===== src/rtl/memory_access_unit.sv =====
// memory_access_unit
//   MEM stage of the 5-stage RV64 pipeline. Accepts the EX/MEM payload,
//   issues at most one load/store on the data bus (valid/addr_ok/data_ok
//   handshake) and produces the write-back payload for the MEM/WB register.
//   Upstream is held off through in_ready while a bus transaction is open.
//
// Ports
//   clk, reset                 clock, synchronous active-high reset
//   in_valid / in_ready        EX/MEM payload handshake
//   in_mem_read, in_mem_write  load / store select (mutually exclusive)
//   in_size, in_unsigned       access size (B/H/W/D) and zero-extend flag
//   in_addr, in_wdata          effective address, store data (low bytes)
//   in_rd, in_regwrite         destination register and its write enable
//   dreq_*                     bus request: valid, addr, strobe, data, size
//   dresp_*                    bus response: addr_ok, data_ok, read data
//   out_*                      write-back payload, out_valid is a 1-cycle pulse
module memory_access_unit #(
    parameter int XLEN  = 64,
    parameter int REG_W = 5
) (
    input  logic             clk,
    input  logic             reset,
    input  logic             in_valid,
    output logic             in_ready,
    input  logic             in_mem_read,
    input  logic             in_mem_write,
    input  logic [1:0]       in_size,
    input  logic             in_unsigned,
    input  logic [XLEN-1:0]  in_addr,
    input  logic [XLEN-1:0]  in_wdata,
    input  logic [REG_W-1:0] in_rd,
    input  logic             in_regwrite,
    output logic             dreq_valid,
    output logic [XLEN-1:0]  dreq_addr,
    output logic [7:0]       dreq_strobe,
    output logic [XLEN-1:0]  dreq_data,
    output logic [1:0]       dreq_size,
    input  logic             dresp_addr_ok,
    input  logic             dresp_data_ok,
    input  logic [XLEN-1:0]  dresp_data,
    output logic             out_valid,
    output logic [REG_W-1:0] out_rd,
    output logic             out_regwrite,
    output logic [XLEN-1:0]  out_result,
    output logic             out_misalign
);

    typedef enum logic [1:0] {IDLE, REQ, RESP} state_t;

    state_t state;

    // Payload kept for the duration of a bus transaction
    logic [REG_W-1:0] rd_p1;
    logic             regwrite_p1;
    logic             isLoad_p1;
    logic             unsigned_p1;
    logic [1:0]       size_p1;
    logic [2:0]       off_p1;

    logic accept;
    logic isMemOp;
    logic respDone;

    function automatic logic [7:0] byteMask(input logic [1:0] size);
        case (size)
            2'd0:    byteMask = 8'h01;
            2'd1:    byteMask = 8'h03;
            2'd2:    byteMask = 8'h0F;
            default: byteMask = 8'hFF;
        endcase
    endfunction

    function automatic logic isMisaligned(input logic [1:0] size, input logic [2:0] off);
        case (size)
            2'd0:    isMisaligned = 1'b0;
            2'd1:    isMisaligned = off[0];
            2'd2:    isMisaligned = |off[1:0];
            default: isMisaligned = |off;
        endcase
    endfunction

    // Bring the addressed lane down to bit 0, then truncate and extend.
    // Doublewords have nothing to extend, so in_unsigned is irrelevant there.
    function automatic logic [XLEN-1:0] loadExtend(input logic [XLEN-1:0] raw,
                                                   input logic [2:0]      off,
                                                   input logic [1:0]      size,
                                                   input logic            uns);
        logic [XLEN-1:0] tmp;
        tmp = raw >> {off, 3'b000};
        case (size)
            2'd0:    loadExtend = {{(XLEN-8){tmp[7] & ~uns}}, tmp[7:0]};
            2'd1:    loadExtend = {{(XLEN-16){tmp[15] & ~uns}}, tmp[15:0]};
            2'd2:    loadExtend = {{(XLEN-32){tmp[31] & ~uns}}, tmp[31:0]};
            default: loadExtend = tmp;
        endcase
    endfunction

    // Reset is folded in so in_ready reads 0 while reset is held
    assign in_ready = (state == IDLE) && !reset;
    assign accept   = in_valid && in_ready;
    assign isMemOp  = in_mem_read || in_mem_write;

    // data_ok arriving before addr_ok (still in REQ) is not a completion
    assign respDone = ((state == REQ) && dresp_addr_ok && dresp_data_ok) ||
                      ((state == RESP) && dresp_data_ok);

    // Stage p1: payload capture on accept
    always_ff @(posedge clk) begin
        if (accept) begin
            rd_p1       <= in_rd;
            regwrite_p1 <= in_regwrite;
            isLoad_p1   <= in_mem_read;
            unsigned_p1 <= in_unsigned;
            size_p1     <= in_size;
            off_p1      <= in_addr[2:0];
        end
    end

    // Stage p1/p2: bus sequencing and write-back payload
    always_ff @(posedge clk) begin
        if (reset) begin
            state        <= IDLE;
            dreq_valid   <= 1'b0;
            dreq_addr    <= '0;
            dreq_strobe  <= '0;
            dreq_data    <= '0;
            dreq_size    <= '0;
            out_valid    <= 1'b0;
            out_rd       <= '0;
            out_regwrite <= 1'b0;
            out_result   <= '0;
            out_misalign <= 1'b0;
        end else begin
            out_valid <= 1'b0;
            unique case (state)
                IDLE: begin
                    if (accept) begin
                        if (!isMemOp) begin
                            out_valid    <= 1'b1;
                            out_rd       <= in_rd;
                            out_regwrite <= in_regwrite;
                            out_result   <= in_addr;
                            out_misalign <= 1'b0;
                        end else if (isMisaligned(in_size, in_addr[2:0])) begin
                            // Faulting address is reported as the result
                            out_valid    <= 1'b1;
                            out_rd       <= in_rd;
                            out_regwrite <= 1'b0;
                            out_result   <= in_addr;
                            out_misalign <= 1'b1;
                        end else begin
                            state       <= REQ;
                            dreq_valid  <= 1'b1;
                            dreq_addr   <= in_addr;
                            dreq_strobe <= in_mem_write ? (byteMask(in_size) << in_addr[2:0]) : 8'h00;
                            dreq_data   <= in_wdata << {in_addr[2:0], 3'b000};
                            dreq_size   <= in_size;
                        end
                    end
                end
                REQ: begin
                    if (dresp_addr_ok) begin
                        dreq_valid <= 1'b0;
                        state      <= dresp_data_ok ? IDLE : RESP;
                    end
                end
                RESP: begin
                    if (dresp_data_ok) begin
                        state <= IDLE;
                    end
                end
                default: state <= IDLE;
            endcase

            if (respDone) begin
                out_valid    <= 1'b1;
                out_rd       <= rd_p1;
                out_regwrite <= isLoad_p1 && regwrite_p1;
                out_result   <= isLoad_p1 ? loadExtend(dresp_data, off_p1, size_p1, unsigned_p1) : '0;
                out_misalign <= 1'b0;
            end
        end
    end

endmodule


===== config.mk =====
export PLATFORM = sky130hd
export DESIGN_NAME = memory_access_unit
export DESIGN_NICKNAME = d
export VERILOG_FILES = /design/src/rtl/memory_access_unit.sv
export SDC_FILE = /design/constraint.sdc
export NUM_CORES = 1
export LEC_CHECK = 0
export ABC_AREA = 1
export CORE_MARGIN = 2
export CORE_UTILIZATION = 35
export DETAILED_ROUTE_END_ITERATION = 12
export PLACE_DENSITY = 0.75
export REMOVE_ABC_BUFFERS = 1
export SYNTH_ARGS = -nofsm -noshare
export SYNTH_HDL_FRONTEND = slang
export SYNTH_SLANG_ARGS = --single-unit

===== constraint.sdc =====
create_clock -name clk -period 3.9 [get_ports clk]
set_clock_uncertainty 0.05 [all_clocks]
set_input_delay 0.39 -clock clk [delete_from_list [all_inputs] [get_ports clk]]
set_output_delay 0.39 -clock clk [all_outputs]
set_load 0.02 [all_outputs]

# Word level (Yosys, flattened, before mapping)
# Index checks and enable logic that the tools add are counted.
[totals] reg_bits=226 in_bits=208 out_inout_bits=212 elab_cells=109
[op_classes] eq_ne=13 n_shift=3 muxes=48 bitwise_logic=5 n_reduce_logical=23
[op_table] operator="$mux W64" n=6
[op_table] operator="$pmux W64 S3" n=1
[op_table] operator="$shl A64 B6 Y64" n=1
[op_table] operator="$shr A64 B6 Y64" n=1
[op_table] operator="$mux W8" n=6
[op_table] operator="$mux W5" n=5
[op_table] operator="$pmux W8 S3" n=1
[op_table] operator="$mux W1" n=20
[op_table] operator="$mux W2" n=6
[op_table] operator="$ne A2 B2 Y1 const B" n=5
[op_table] operator="$reduce_and A5 Y1" n=2
[op_table] operator="$shl A8 B3 Y8" n=1
[op_table] operator="$eq A2 B1 Y1 const B" n=3
[op_table] operator="$eq A2 B2 Y1 const B" n=3
[op_table] operator="$logic_and A1 B1 Y1" n=6
[op_table] operator="$logic_not A2 Y1" n=3
[op_table] operator="$pmux W2 S3" n=1
[op_table] operator="$reduce_and A3 Y1" n=2
[op_table] operator="$reduce_bool A2 Y1" n=3
[op_table] operator="$reduce_and A4 Y1" n=1
[op_table] operator="$reduce_or A2 Y1" n=2
[op_table] operator="$and A1 B1 Y1" n=3
[op_table] operator="$ne A3 B1 Y1 const B" n=1
[op_table] operator="$pmux W1 S3" n=1
[op_table] operator="other kinds (6)" n=8

# Depth between registers and ports, before layout
# Gate-level depths: netlist (run 1).
[logic_depth] ltp_word=13 mapped_depth=14 mapped_depth_nobuf=11

# Worst setup path before layout (run 1)
# OpenSTA, ideal clock, no wires.
[synth_timing] path_kind="register to register" start="reg state[0]" end="reg out_rd[2]" setup_time_ns=0.116 arrival_ns=2.018 t_required_ns=3.734 setup_slack_ns=1.716 path_stages_with_launch=12 n_path_buf=2 synth_period_minus_slack_ns=2.184 cell_sequence="dfxtp_1 > inv_1 > nand2_1 > nor2_1 > nand2_1 > inv_1 > a21oi_2 > nand2_2 > buf_2 > buf_4 > nand3_1 > o211a_1"
[synth_via] elab_cells_between_ends=14 classes_between="eq/ne: 3; mux: 1; reduce/logical: 10"
[synth_rtl] element="start, declared" line="50" source="state_t state;"
[synth_rtl] element="start signal, assigned" line="164" source="state <= dresp_data_ok ? IDLE : RESP;"
[synth_rtl] element="$logic_not A2 Y1" line="99" source="assign in_ready = (state == IDLE) && !reset;"
[synth_rtl] element="$logic_and A1 B1 Y1" line="99"
[synth_rtl] element="net in_ready" line="24" source="output logic in_ready,"
[synth_rtl] element="$logic_and A1 B1 Y1" line="100" source="assign accept = in_valid && in_ready;"
[synth_rtl] element="net accept" line="60" source="logic accept;"
[synth_rtl] element="$reduce_bool A2 Y1 (no line)"
[synth_rtl] element="$reduce_and A3 Y1 (no line)"
[synth_rtl] element="end signal, assigned" line="140" source="out_rd <= in_rd;"
[synth_rtl] element="end signal, assigned" line="147" source="out_rd <= in_rd;"
[synth_rtl] element="end signal, assigned" line="177" source="out_rd <= rd_p1;"
[synth_rtl] element="end, declared" line="42" source="output logic [REG_W-1:0] out_rd,"
# The timed path passes the listed nets, and every way through them passes these cells.
# A chain may end at the register's enable or synchronous reset.

# Worst setup path in the final report (run 1)
[layout_timing] start="reg off_p1[1]" end="reg out_result[20]"
[layout_via] elab_chain_len=5 elab_cells_between_ends=6 classes_between="shift: 1; mux: 3; bitwise: 2"
[layout_rtl] element="start, declared" line="58" source="logic [2:0] off_p1;"
[layout_rtl] element="start signal, assigned" line="115" source="off_p1 <= in_addr[2:0];"
[layout_rtl] element="$shr A64 B6 Y64 *" line="89" source="tmp = raw >> {off, 3'b000};"
[layout_rtl] element="$and A1 B1 Y1 (on tied branches)" line="92, 91"
[layout_rtl] element="$pmux W64 S3 *" line="90" source="case (size)"
[layout_rtl] element="$mux W64 *" line="179" source="out_result <= isLoad_p1 ? loadExtend(dresp_data, off_p1, size_p1, unsigned_p1) : '0;"
[layout_rtl] element="$mux W64 *" line="175" source="if (respDone) begin"
[layout_rtl] element="end signal, assigned" line="142" source="out_result <= in_addr;"
[layout_rtl] element="end signal, assigned" line="149" source="out_result <= in_addr;"
[layout_rtl] element="end signal, assigned" line="179"
[layout_rtl] element="end, declared" line="44" source="output logic [XLEN-1:0] out_result,"
# Every way passes the cells marked *; elsewhere a longest branch is shown, timed or not.

==> impl_summary.md, run 1 <==
Run status
The flow ran to the end, and the final reports show no timing, DRC or antenna violations.

Setup path
For this design, the slowest cell found on the critical path is sky130_fd_sc_hd__edfxtp_1. In this run the critical register-to-register path is launched from off_p1[1]. The critical path startpoint category is a flop. In this run the register-to-register setup slack is 1.08 ns. Tracing the worst setup path back leads to its startpoint at off_p1[1]. The required arrival time at the worst endpoint is 4.27 ns. Data arrives at the worst endpoint at 3.19 ns.

The cell with the most instances on the worst path is sky130_fd_sc_hd__nand2_1. The buffers plus inverters on the worst setup path is 3. The critical path goes through buf_4 -> nand3_1 -> nand3_1 -> nand2_1 -> nand2_2 -> nand2_2 -> buf_4 -> inv_2 -> nand2_1 -> nand2_1 -> a21oi_1. The biggest fanout along the worst timing path is 34. The peak per-stage delay on the critical path is 0.78 ns.

The kind of end point of the critical path is a flop. By startpoint and endpoint, the worst setup path is classified as reg -> reg. Grouping stages by cell kind, the critical path spends the most delay in buffers and inverters.

Timing
The final number of hold-violating endpoints came to 0. Based on the critical path, the design can be clocked at up to 354 MHz. In this run the tightest slew margin relative to its limit is 0.309. The number of failing setup endpoints in the final timing report is 0. The transition time at the pin with the least slew margin is 1.04 ns. The period utilization is 0.724. The final critical delay including setup and external delays is 2.82 ns.

Setup repair after global routing left no endpoint under its margin. Summed over all failing endpoints, the final setup total negative slack is 0 ns. The max-slew violation total from the final report is 0. Across all hold checks on the routed design, the worst slack comes to 0.314 ns.

Yosys
Yosys printed 0 warnings. The number of flops mapped to enable cells by yosys is 13. The synthesized area is 0.0124 mm2.

Of the synthesized area, sequential elements account for 0.376. Counting instances in the post-synthesis netlist gives the leading cell types as sky130_fd_sc_hd__nand2_1 (446), sky130_fd_sc_hd__o21ai_0 (318), sky130_fd_sc_hd__dfxtp_1 (213). A synthesized cell averages 6.68 um2.

For this run, the leading register cell type out of synthesis is sky130_fd_sc_hd__dfxtp_1. By area the synthesized netlist is led by sky130_fd_sc_hd__dfxtp_1 (34%), sky130_fd_sc_hd__nand2_1 (14%), sky130_fd_sc_hd__o21ai_0 (13%). Synthesis inferred 226 register bits. The number of standard cells after synthesis is 1853. After synthesis, the netlist uses 33 different library cells. Of the post-synthesis cell area, the dominant cell type holds 0.345. The async set-reset flop share out of synthesis is 0. sky130_fd_sc_hd__dfxtp_1 takes more of the synthesized area than any other cell. Among all cell types in the netlist, the one instantiated most often is sky130_fd_sc_hd__nand2_1.

Pwr
The worst supply voltage drop on vdd is 0.000318 V. For this design the static power due to leakage is 7.26 nW. The power dissipated by switching net loads is 1.90 mW. The total power divided by cell area is 366 mW/mm2. Of the total power, the share spent switching nets is 0.296.

The part of the power in combinational logic is 0.225. Of the total power, the clock network draws 0.377. The share of total power dissipated in sequential elements is 0.398.

The cell-internal power is 4.52 mW.

Floorplanning
The full die area is 0.0369 mm2. The effective utilization at floorplan is 0.356. The placeable core area is 0.0347 mm2. The die is 192 um tall. 420 I/O pins were placed. The die is 192 um wide.

The row count is 68.

Finish
The sequential cell area in the final layout is 0.00465 mm2. The fraction of final layout cells with drive strength greater than 1 is 0.0390. The multi-input combinational cells in the finished layout cover a total of 0.00682 mm2. Counting the fill cells in the layout gives 3396. For this run, the post-layout net count is 2370.

Relative to the synthesized area, the layout overhead comes to 41.9%.

Global routing
The initial antenna violation count is 4. The via count of the first global-routing pass is 13700. The global router's overall resource usage is 0.259. The first global-routing pass estimated 76100 um of wire.

The global-route congestion overflow total is 0. The largest net degree at the start of global routing is 102.

Clocking
The clock insertion delay at the later pin of the skew report is 0.54 ns. The cell sitting at the root of the clock tree is a sky130_fd_sc_hd__clkbuf_16. The depth of the CTS H-tree is 1. TritonCTS created 26 clock buffers. The post-cts sizing count is 0. In this run the post-CTS setup repair buffer count came out at 0.

The total clock sinks is 226. Hold repair after CTS inserted 0 buffers. The clock-pin slew on the worst setup and hold paths is 0.06 ns. Counting along the longest clock path gives a buffer depth of 3. The TritonCTS clock tree is yes.

Place
Detailed placement ended at an HPWL of 34800 um. The routability congestion estimate from global placement is 0.953. Port buffering added 419 buffers.

Run
The number of max-capacitance violations reported is 0.

Min path
The path category of the worst min-delay check is in -> reg. The worst hold path begins at in_addr[1].

Routing
The total routed wirelength is 50000 um. The count of nets left with antenna violations once routing finished came out at 0. The number of vias per cell after detailed routing is 5.46. The first routing iteration left 1130 violations.

The number of DRC violations after detailed routing is 0. The average wire per cell in the routed design is 18.9 um. Summing over every cut layer, the via total after detailed routing is 14400. The number of iterations in the first detailed-routing pass is 5.
-- flip-flops by register name (all words and copies together) (netlist names) --
name	flops
unsigned_p1	1
out_rd	5
dreq_valid	1
out_regwrite	1
dreq_data	64
size_p1	2
off_p1	3
out_result	64
dreq_strobe	8
isLoad_p1	1
dreq_size	2
rd_p1	5
out_valid	1
regwrite_p1	1
dreq_addr	64
out_misalign	1
state	2
-- cell families (layout without fill, tap and decap cells) --
group / count (synthesis) / after routing / share of synthesized area
AO/OA/AOI/OAI: 616 / 616 / 0.288
AND/OR/NAND/NOR: 771 / 771 / 0.250
other: 0 / 5 / 0
flip-flops: 226 / 226 / 0.376
buffers and inverters: 225 / 552 / 0.0730
multiplexers: 15 / 15 / 0.0121
-- worst paths after layout --
kind                     to  cells after the start
max          out_result[20]                     11
min               off_p1[1]                      1
max reg2reg  out_result[20]                     11
min reg2reg    out_misalign                      2
-- worst register-to-register path, stage by stage (launching register included) --
cell                       delay, ns
sky130_fd_sc_hd__edfxtp_1       0.78
sky130_fd_sc_hd__buf_4          0.43
sky130_fd_sc_hd__nand3_1        0.13
sky130_fd_sc_hd__nand3_1        0.08
sky130_fd_sc_hd__nand2_1        0.09
sky130_fd_sc_hd__nand2_2        0.21
sky130_fd_sc_hd__nand2_2        0.06
sky130_fd_sc_hd__buf_4          0.26
sky130_fd_sc_hd__inv_2          0.34
sky130_fd_sc_hd__nand2_1        0.10
sky130_fd_sc_hd__nand2_1        0.08
sky130_fd_sc_hd__a21oi_1        0.06
-- power groups by stage --
stage / registers [mW] / logic (mW) / clock network (mW)
floorplan: 2.77 / 0.504 / 0
global placement: 2.60 / 1.42 / 0
detailed placement: 2.60 / 1.43 / 0
CTS: 2.56 / 1.44 / 2.47
global route: 2.57 / 1.57 / 2.55
finish: 2.56 / 1.44 / 2.42
-- placed cells by master (no fill, tap or decap), drive strengths merged --
master,netlist,final
a211oi,6,6
a21oi,137,137
a22oi,53,53
a31oi,8,8
and2,2,2
buf,62,31
bufinv,0,2
clkbuf,105,38
clkdlybuf4s50,0,417
clkinv,0,5
clkinvlp,0,1
dfxtp,213,213
diode,0,5
edfxtp,13,13
inv,58,58
mux2i,15,15
nand2,450,450
nand3,133,133
nand3b,1,1
nand4,2,2
nor2,179,179
nor3,2,2
nor4,1,1
o211a,33,33
o211ai,22,22
o21ai,323,323
o21bai,33,33
o22ai,1,1
or2,1,1
-- metrics by stage --
step	std cells	utilization	setup WS (ns)	cell area [um2]	power, mW
global route	2636	0.506	0.753	17500	6.69
floorplan	1686	-	0.0991	11700	3.27
detailed placement	2589	0.482	0.975	16700	4.04
finish	2640	0.506	1.08	17600	6.42
global placement	2589	0.482	0.986	16700	4.02
CTS	2635	0.505	1.06	17500	6.47
-- routing by layer --
| metal | track usage | vias up | routed length (um) |
|---|---|---|---|
| li1 | - | 6926 | - |
| met1 | 0.318 | 6681 | 20000 |
| met2 | 0.449 | 723 | 23300 |
| met3 | 0.0720 | 86 | 5510 |
| met4 | 0.0634 | 2 | 1140 |
| met5 | 0 | - | 15 |
-- area by class of cell --
cell class,instances,area share
Multi-Input combinational cell,1402,0.388
Sequential cell,226,0.265
Timing Repair Buffer,448,0.254
Clock buffer,38,0.0413
Tap cell,455,0.0324
Inverter,58,0.0128
Clock inverter,8,0.00570
Antenna cell,5,0.000713
No activity file was read; power rests on OpenSTA's default activity.
==> run 2: changes to the inputs <==
- PLACE_DENSITY: 0.75 -> 0.78
- clock period: 3.9 -> 2.4 ns (I/O delays scaled with it)
==> impl_summary.md, run 2 (synthesis results as in run 1) <==
Global routing
The largest net degree at the start of global routing is 76. After global routing the overflow that remains totals 0. The via count of the first global-routing pass is 13600. The initial antenna violation count came to 4. The global router's overall resource usage is 0.261.

The first-pass GRT wire length is 76300 um.

Routing
After detailed routing, the number of vias per cell comes to 5.44. The average wire per cell in the routed design is 18.8 um. The count of antenna-violating nets left after detailed routing is 0. For this block, the initial DRC count from the detailed router was 986. The number of DRC violations after detailed routing is 0. The overall via count from detail_route is 14500.

The number of iterations in the first detailed-routing pass is 6. Wires add up to 50200 um.

Finish
The fraction of final layout cells with drive strength greater than 1 is 0.0569. The final layout contains 2404 nets. The area growth from synthesis to layout is 45.6%. In the final layout, the registers with the most flip-flops are dreq_addr: 64 flops, dreq_data: 64 flops, out_result: 64 flops. Registers take 0.00465 mm2. Leaving out fill and tap cells, the most frequent cell in the layout is sky130_fd_sc_hd__nand2_1. The share of the core filled with cells in the final layout is 0.519.

The library cells used most frequently in the layout, excluding fill and tap cells, are sky130_fd_sc_hd__nand2_1 (446), sky130_fd_sc_hd__clkdlybuf4s50_1 (417), sky130_fd_sc_hd__o21ai_0 (318). The number of cells in the finished layout apart from fillers is 2673. The multi-input gate area in the final layout is 0.00682 mm2. The number of inserted filler cells in the final layout is 3397.

Setup path
The critical path startpoint category is a flop. The critical path contains buffers and inverters numbering 3 combined. The critical path's slowest cell is sky130_fd_sc_hd__edfxtp_1. Data on the critical path arrives at its endpoint at 2.56 ns. Of all nets on the critical path, the largest fanout is 23. The path length in cells of the critical path is 11. The critical path in this run is classified as reg -> reg.

On the worst path, the slowest cell contributes a delay of 0.48 ns. STA puts the critical path data required time at 2.80 ns. The kind of end point of the critical path is a flop. For the worst flop-to-flop path, the logic depth is 11. Walking the worst path, the cells encountered are inv_2 -> buf_4 -> nand2_1 -> nand3_1 -> nand3_1 -> nand2_1 -> nand3_1 -> nand2_1 -> buf_4 -> o21bai_1 -> a21oi_1.

The cell family contributing the most delay on the critical path is buffers and inverters.

Timing
Counting I/O delays and the setup requirement, the final critical path takes 2.16 ns. The achievable frequency is 462 MHz. Headroom to the max-slew limit came out at 0.571. The final number of hold-violating endpoints was 0. At the pin with the least slew margin, the transition time is 0.643 ns.

Setup violations remaining at the end of the flow were counted as 0. After routing, the total negative slack on setup checks comes to 0 ns. Of the available clock period, the critical path in the final layout requires 0.901. The max-slew violation total from the final report is 0. Setup repair after global routing left no endpoint under its margin. The worst hold margin is 0.162 ns.

Pwr
The analysis attributes to cell leakage a power of 7.52 nW. The total power divided by cell area is 587 mW/mm2. Across the VDD grid, the largest voltage drop is 0.000479 V.

Clocking
The later pin in the worst-skew pair is clocked with a latency of 0.53 ns. CTS built an H-tree with a depth of 1. CTS saw 226 sinks. No sink is reached through more buffers than the 3 on the longest clock path. In this run the post-CTS setup repair buffer count came out at 0. The clock-pin slew on the worst setup and hold paths is 0.06 ns. The number of hold-repair buffers added at the cts stage is 0. The root cell of the clock tree is sky130_fd_sc_hd__clkbuf_16. In this run, CTS created clock tree buffers numbering 26. After clock tree synthesis, the repair step resized 0 gates. The TritonCTS clock tree is yes.

Floorplanning
Measured along the x axis, the die boundary spans 192 um. The full die area is 0.0369 mm2. The number of top-level pins is 420. The initial utilization of the core area, before any placement, comes to 0.356. The row count is 68.

The region available for standard cell placement spans 0.0347 mm2. In this run the vertical extent of the chip is 192 um.

Min path
The worst hold path was traced through 4 stages. The path category of the worst min-delay check is in -> reg.

Place
The count of placed standard cells including taps is 2623. The number of port buffers is 419. The routability congestion estimate from global placement is 0.925. Summed over all nets, the half-perimeter wirelength after detailed placement is 36600 um.

Run
The number of max-capacitance violations reported is 0.

Run status
The run finished with clean final reports.
-- run 2: cell types whose count changed in the layout (fill, tap and decap cells not counted), sizes merged --
| cell | before | now |
|---|---|---|
| bufinv | 2 | 1 |
| buf | 31 | 65 |
| inv | 58 | 59 |
| clkbuf | 38 | 41 |
| diode | 5 | 2 |
| clkinvlp | 1 | 0 |
-- run 2: path summary, 6_finish.rpt --
path	startpoint	endpoint	slack, ns
min reg2reg	out_misalign	out_misalign	0.41
max	off_p1[0]	out_result[60]	0.24
min	in_addr[1]	dreq_data[52]	0.16
max reg2reg	off_p1[0]	out_result[60]	0.24
-- run 2: through the flow --
stage               cell area (um2)  power, mW  setup slack [ns]
finish                        18000       10.6             0.238
global route                  18000       11.0            0.0769
CTS                           18000       10.7             0.222
detailed placement            17100       6.63            0.0838
global placement              17100       6.59             0.146
floorplan                     11700       5.31             -1.35
-- run 2: metal layers --
layer  wire length [um]  track usage
met5                 21            0
met3               5380       0.0745
met1              19800        0.316
met4               1280       0.0708
met2              23700        0.451
-- run 2: final cells by class --
cell class	instances	share of cell area
tap	455	0.0316
clock inverter	7	0.00375
clock buffer	41	0.0443
inverter	58	0.0125
sequential	226	0.258
timing repair buffer	482	0.270
antenna	2	0.000278
multi-input combinational	1402	0.379
-- run 2: power breakdown --
group / internal (mW) / switching, mW / leakage [nW]
registers: 4.02 / 0.133 / 1.86
logic: 1.08 / 1.33 / 5.23
clock network: 2.38 / 1.63 / 0.430
-- run 2: worst reg2reg max path, stage by stage, from the launching register on --
cell and delay [ns]:
sky130_fd_sc_hd__edfxtp_1 0.48, sky130_fd_sc_hd__inv_2 0.22, sky130_fd_sc_hd__buf_4 0.24, sky130_fd_sc_hd__nand2_1 0.07, sky130_fd_sc_hd__nand3_1 0.08, sky130_fd_sc_hd__nand3_1 0.09, sky130_fd_sc_hd__nand2_1 0.12, sky130_fd_sc_hd__nand3_1 0.08
sky130_fd_sc_hd__nand2_1 0.09, sky130_fd_sc_hd__buf_4 0.28, sky130_fd_sc_hd__o21bai_1 0.12, sky130_fd_sc_hd__a21oi_1 0.17
==> run 3: changes to the inputs <==
- CORE_MARGIN: 2 -> not set
==> impl_summary.md, run 3 (synthesis results as in run 1) <==
Clocking
The number of hold-repair buffers added at the cts stage is 0. The number of clock buffers inserted by TritonCTS is 28. The root cell of the clock tree is sky130_fd_sc_hd__clkbuf_16. The depth of the CTS H-tree is 1.

The clock drives 226 sinks. After clock tree synthesis, the clock-pin slew on the worst setup and hold paths is 0.06 ns. Post-CTS repair changed the size of 0 cells. TritonCTS built the clock tree. Buffers added to address setup during post-CTS repair amount to 0. The number of buffers between clock root and the deepest sink is 3. At the later pin of the worst-skew pair, clock insertion delay measures 0.56 ns.

Place
The worst slack at placement is 0.0917 ns. Routability-driven placement finished with a final weighted congestion of 0.930. Detailed placement ended at an HPWL of 35800 um. The number of port buffers is 419. In this run, placement finished with an instance count of 2623.

Routing
The number of DRC violations after detailed routing is 0. The final layout contains routed wiring with a total length of 50300 um. In the final routed layout, each cell accounts on average for 18.8 um. Once detail routing completed, the nets flagged for antenna violations numbered 0.

The first detailed-routing pass ran for 8 iterations. The number of vias per cell after detailed routing is 5.52. The detailed router finished its first iteration with 1291 violations. The final route contains 14800 vias.

Floorplanning
The number of top-level pins is 420. The placeable core area is 0.0346 mm2. The horizontal die dimension is 190 um.

The die covers 0.0361 mm2. In this run the core area contains 68 standard-cell rows. The effective utilization at floorplan is 0.357. The die boundary height is 190 um.

Global routing
For this run, global-route usage on met2 was measured as 0.456. After global routing, the most crowded layer is met2. The first-pass GRT wire length is 76800 um. The initial antenna violation count is 1. In the global route stage, met3 resource usage came out at 0.0745.

For this run, global-route usage on met1 was measured as 0.314. For this run the aggregate overflow at the end of global routing stands at 0. Entering global routing, the biggest net connects 80 pins. In the global route stage, overall resource usage came out at 0.268.

The via count of the first global-routing pass is 14000.

Timing
Measured against its own limit, the worst slew margin works out to 0.581. The final number of hold-violating endpoints came to 0. Setup repair after global routing left no endpoint under its margin. At the pin with the least slew margin, the transition time is 0.629 ns. Static timing analysis puts the maximum clock frequency at 457 MHz. The max-slew violation total from the final report came to 0.

The worst path meets setup with 0.210 ns of slack. The period utilization is 0.913. Setup violations remaining at the end of the flow were counted as 0. The final critical delay including setup and external delays is 2.19 ns.

Finish
Leaving out fill and tap cells, the most frequent cell in the layout is sky130_fd_sc_hd__nand2_1. The largest registers in the layout are dreq_addr: 64 flops, dreq_data: 64 flops, out_result: 64 flops. The fraction of final layout cells with drive strength greater than 1 is 0.0586. Leaving out fill and tap cells, the most frequent cells in the layout are sky130_fd_sc_hd__nand2_1 (446), sky130_fd_sc_hd__clkdlybuf4s50_1 (417), sky130_fd_sc_hd__o21ai_0 (318). The layout overhead on the synthesized area is 46.2%. The count of cells in the finished layout, fillers not included, comes to 2676. The layout net count is 2406.

The share of the core filled with cells in the final layout is 0.522.

Run
The tool flagged a number of max-cap violations equal to 0.

Run status
The flow ran to the end, and the final reports show no timing, DRC or antenna violations.

Pwr
VDD sags by at most 0.000553 V. The total power divided by cell area is 599 mW/mm2. For this design the static power due to leakage is 7.55 nW. Overall power consumption after layout is estimated at 10.8 mW.

Setup path
The startpoint of the most critical register-to-register path is off_p1[0]. The classification of the worst setup path is reg -> reg. Data arrives at the worst endpoint at 2.57 ns. Walking the worst path, the cells encountered are inv_2 -> buf_4 -> o21ai_0 -> nand2_1 -> o21ai_0 -> o21ai_0 -> a21oi_1. For this run, the slowest stage of the critical path takes 0.50 ns. The worst setup path is captured at a flop. The critical path startpoint category is a flop. Data on the critical path is required at its endpoint by 2.78 ns.

The start point of the critical path is off_p1[0]. The largest individual stage delay along the critical path comes from the cell sky130_fd_sc_hd__edfxtp_1. The cell with the most instances on the worst path is sky130_fd_sc_hd__o21ai_0.

Along the worst path, the maximum fanout reaches 42.

Min path
The worst hold path startpoint is in_addr[1]. The min-delay analysis places its worst path in the category in -> reg.
## run 3: changes by cell type in the layout (fill, tap and decap cells not counted), sizes merged
cell      previous run  this run
clkinv               5         9
diode                2         1
clkbuf              41        38
bufinv               1         2
inv                 59        60
clkinvlp             0         1
## run 3: area by class of cell
| class | instances | area, um2 |
|---|---|---|
| clock inverter | 14 | 140 |
| multi-input combinational | 1402 | 6820 |
| clock buffer | 38 | 779 |
| fill | 3265 | 16500 |
| antenna | 1 | 2.50 |
| timing repair buffer | 482 | 4890 |
| inverter | 58 | 225 |
| sequential | 226 | 4650 |
| tap | 455 | 569 |
## run 3: report_power, final
part | internal, mW | switching, mW
Combinational | 1.08 | 1.34
Sequential | 4.02 | 0.130
Clock | 2.50 | 1.75
Total | 7.61 | 3.22
## run 3: metal layers
metal | wire length (um) | vias to the layer above
li1 | - | 7025
met1 | 19600 | 6801
met2 | 23200 | 816
met3 | 5400 | 120
met4 | 2130 | 0
met5 | 0 | -
## run 3: final timing paths
path / cells after the start / endpoint / slack, ns
setup / recovery: 7 / out_result[0] / 0.21
setup reg to reg: 7 / out_result[0] / 0.21
hold / removal: 1 / off_p1[1] / 0.06
hold reg to reg: 2 / out_misalign / 0.41
## run 3: metrics by stage
| step | area, um2 | hold slack (ns) | TNS (ns) |
|---|---|---|---|
| after CTS | 18100 | 0.0366 | 0 |
| after floorplan | 11700 | 0.259 | -238.34 |
| after global placement | 17200 | 0.396 | 0 |
| final | 18100 | 0.0594 | 0 |
| after global routing | 18100 | 0.0464 | 0 |
| after detailed placement | 17200 | 0.405 | 0 |
## run 3: worst max-delay path, delay by kind of cell (launching register included)
kind                   cells  cell delay [ns]
AO/OA/AOI/OAI              4             0.75
buffers and inverters      2             0.64
flip-flops                 1             0.50
AND/OR/NAND/NOR            1             0.10
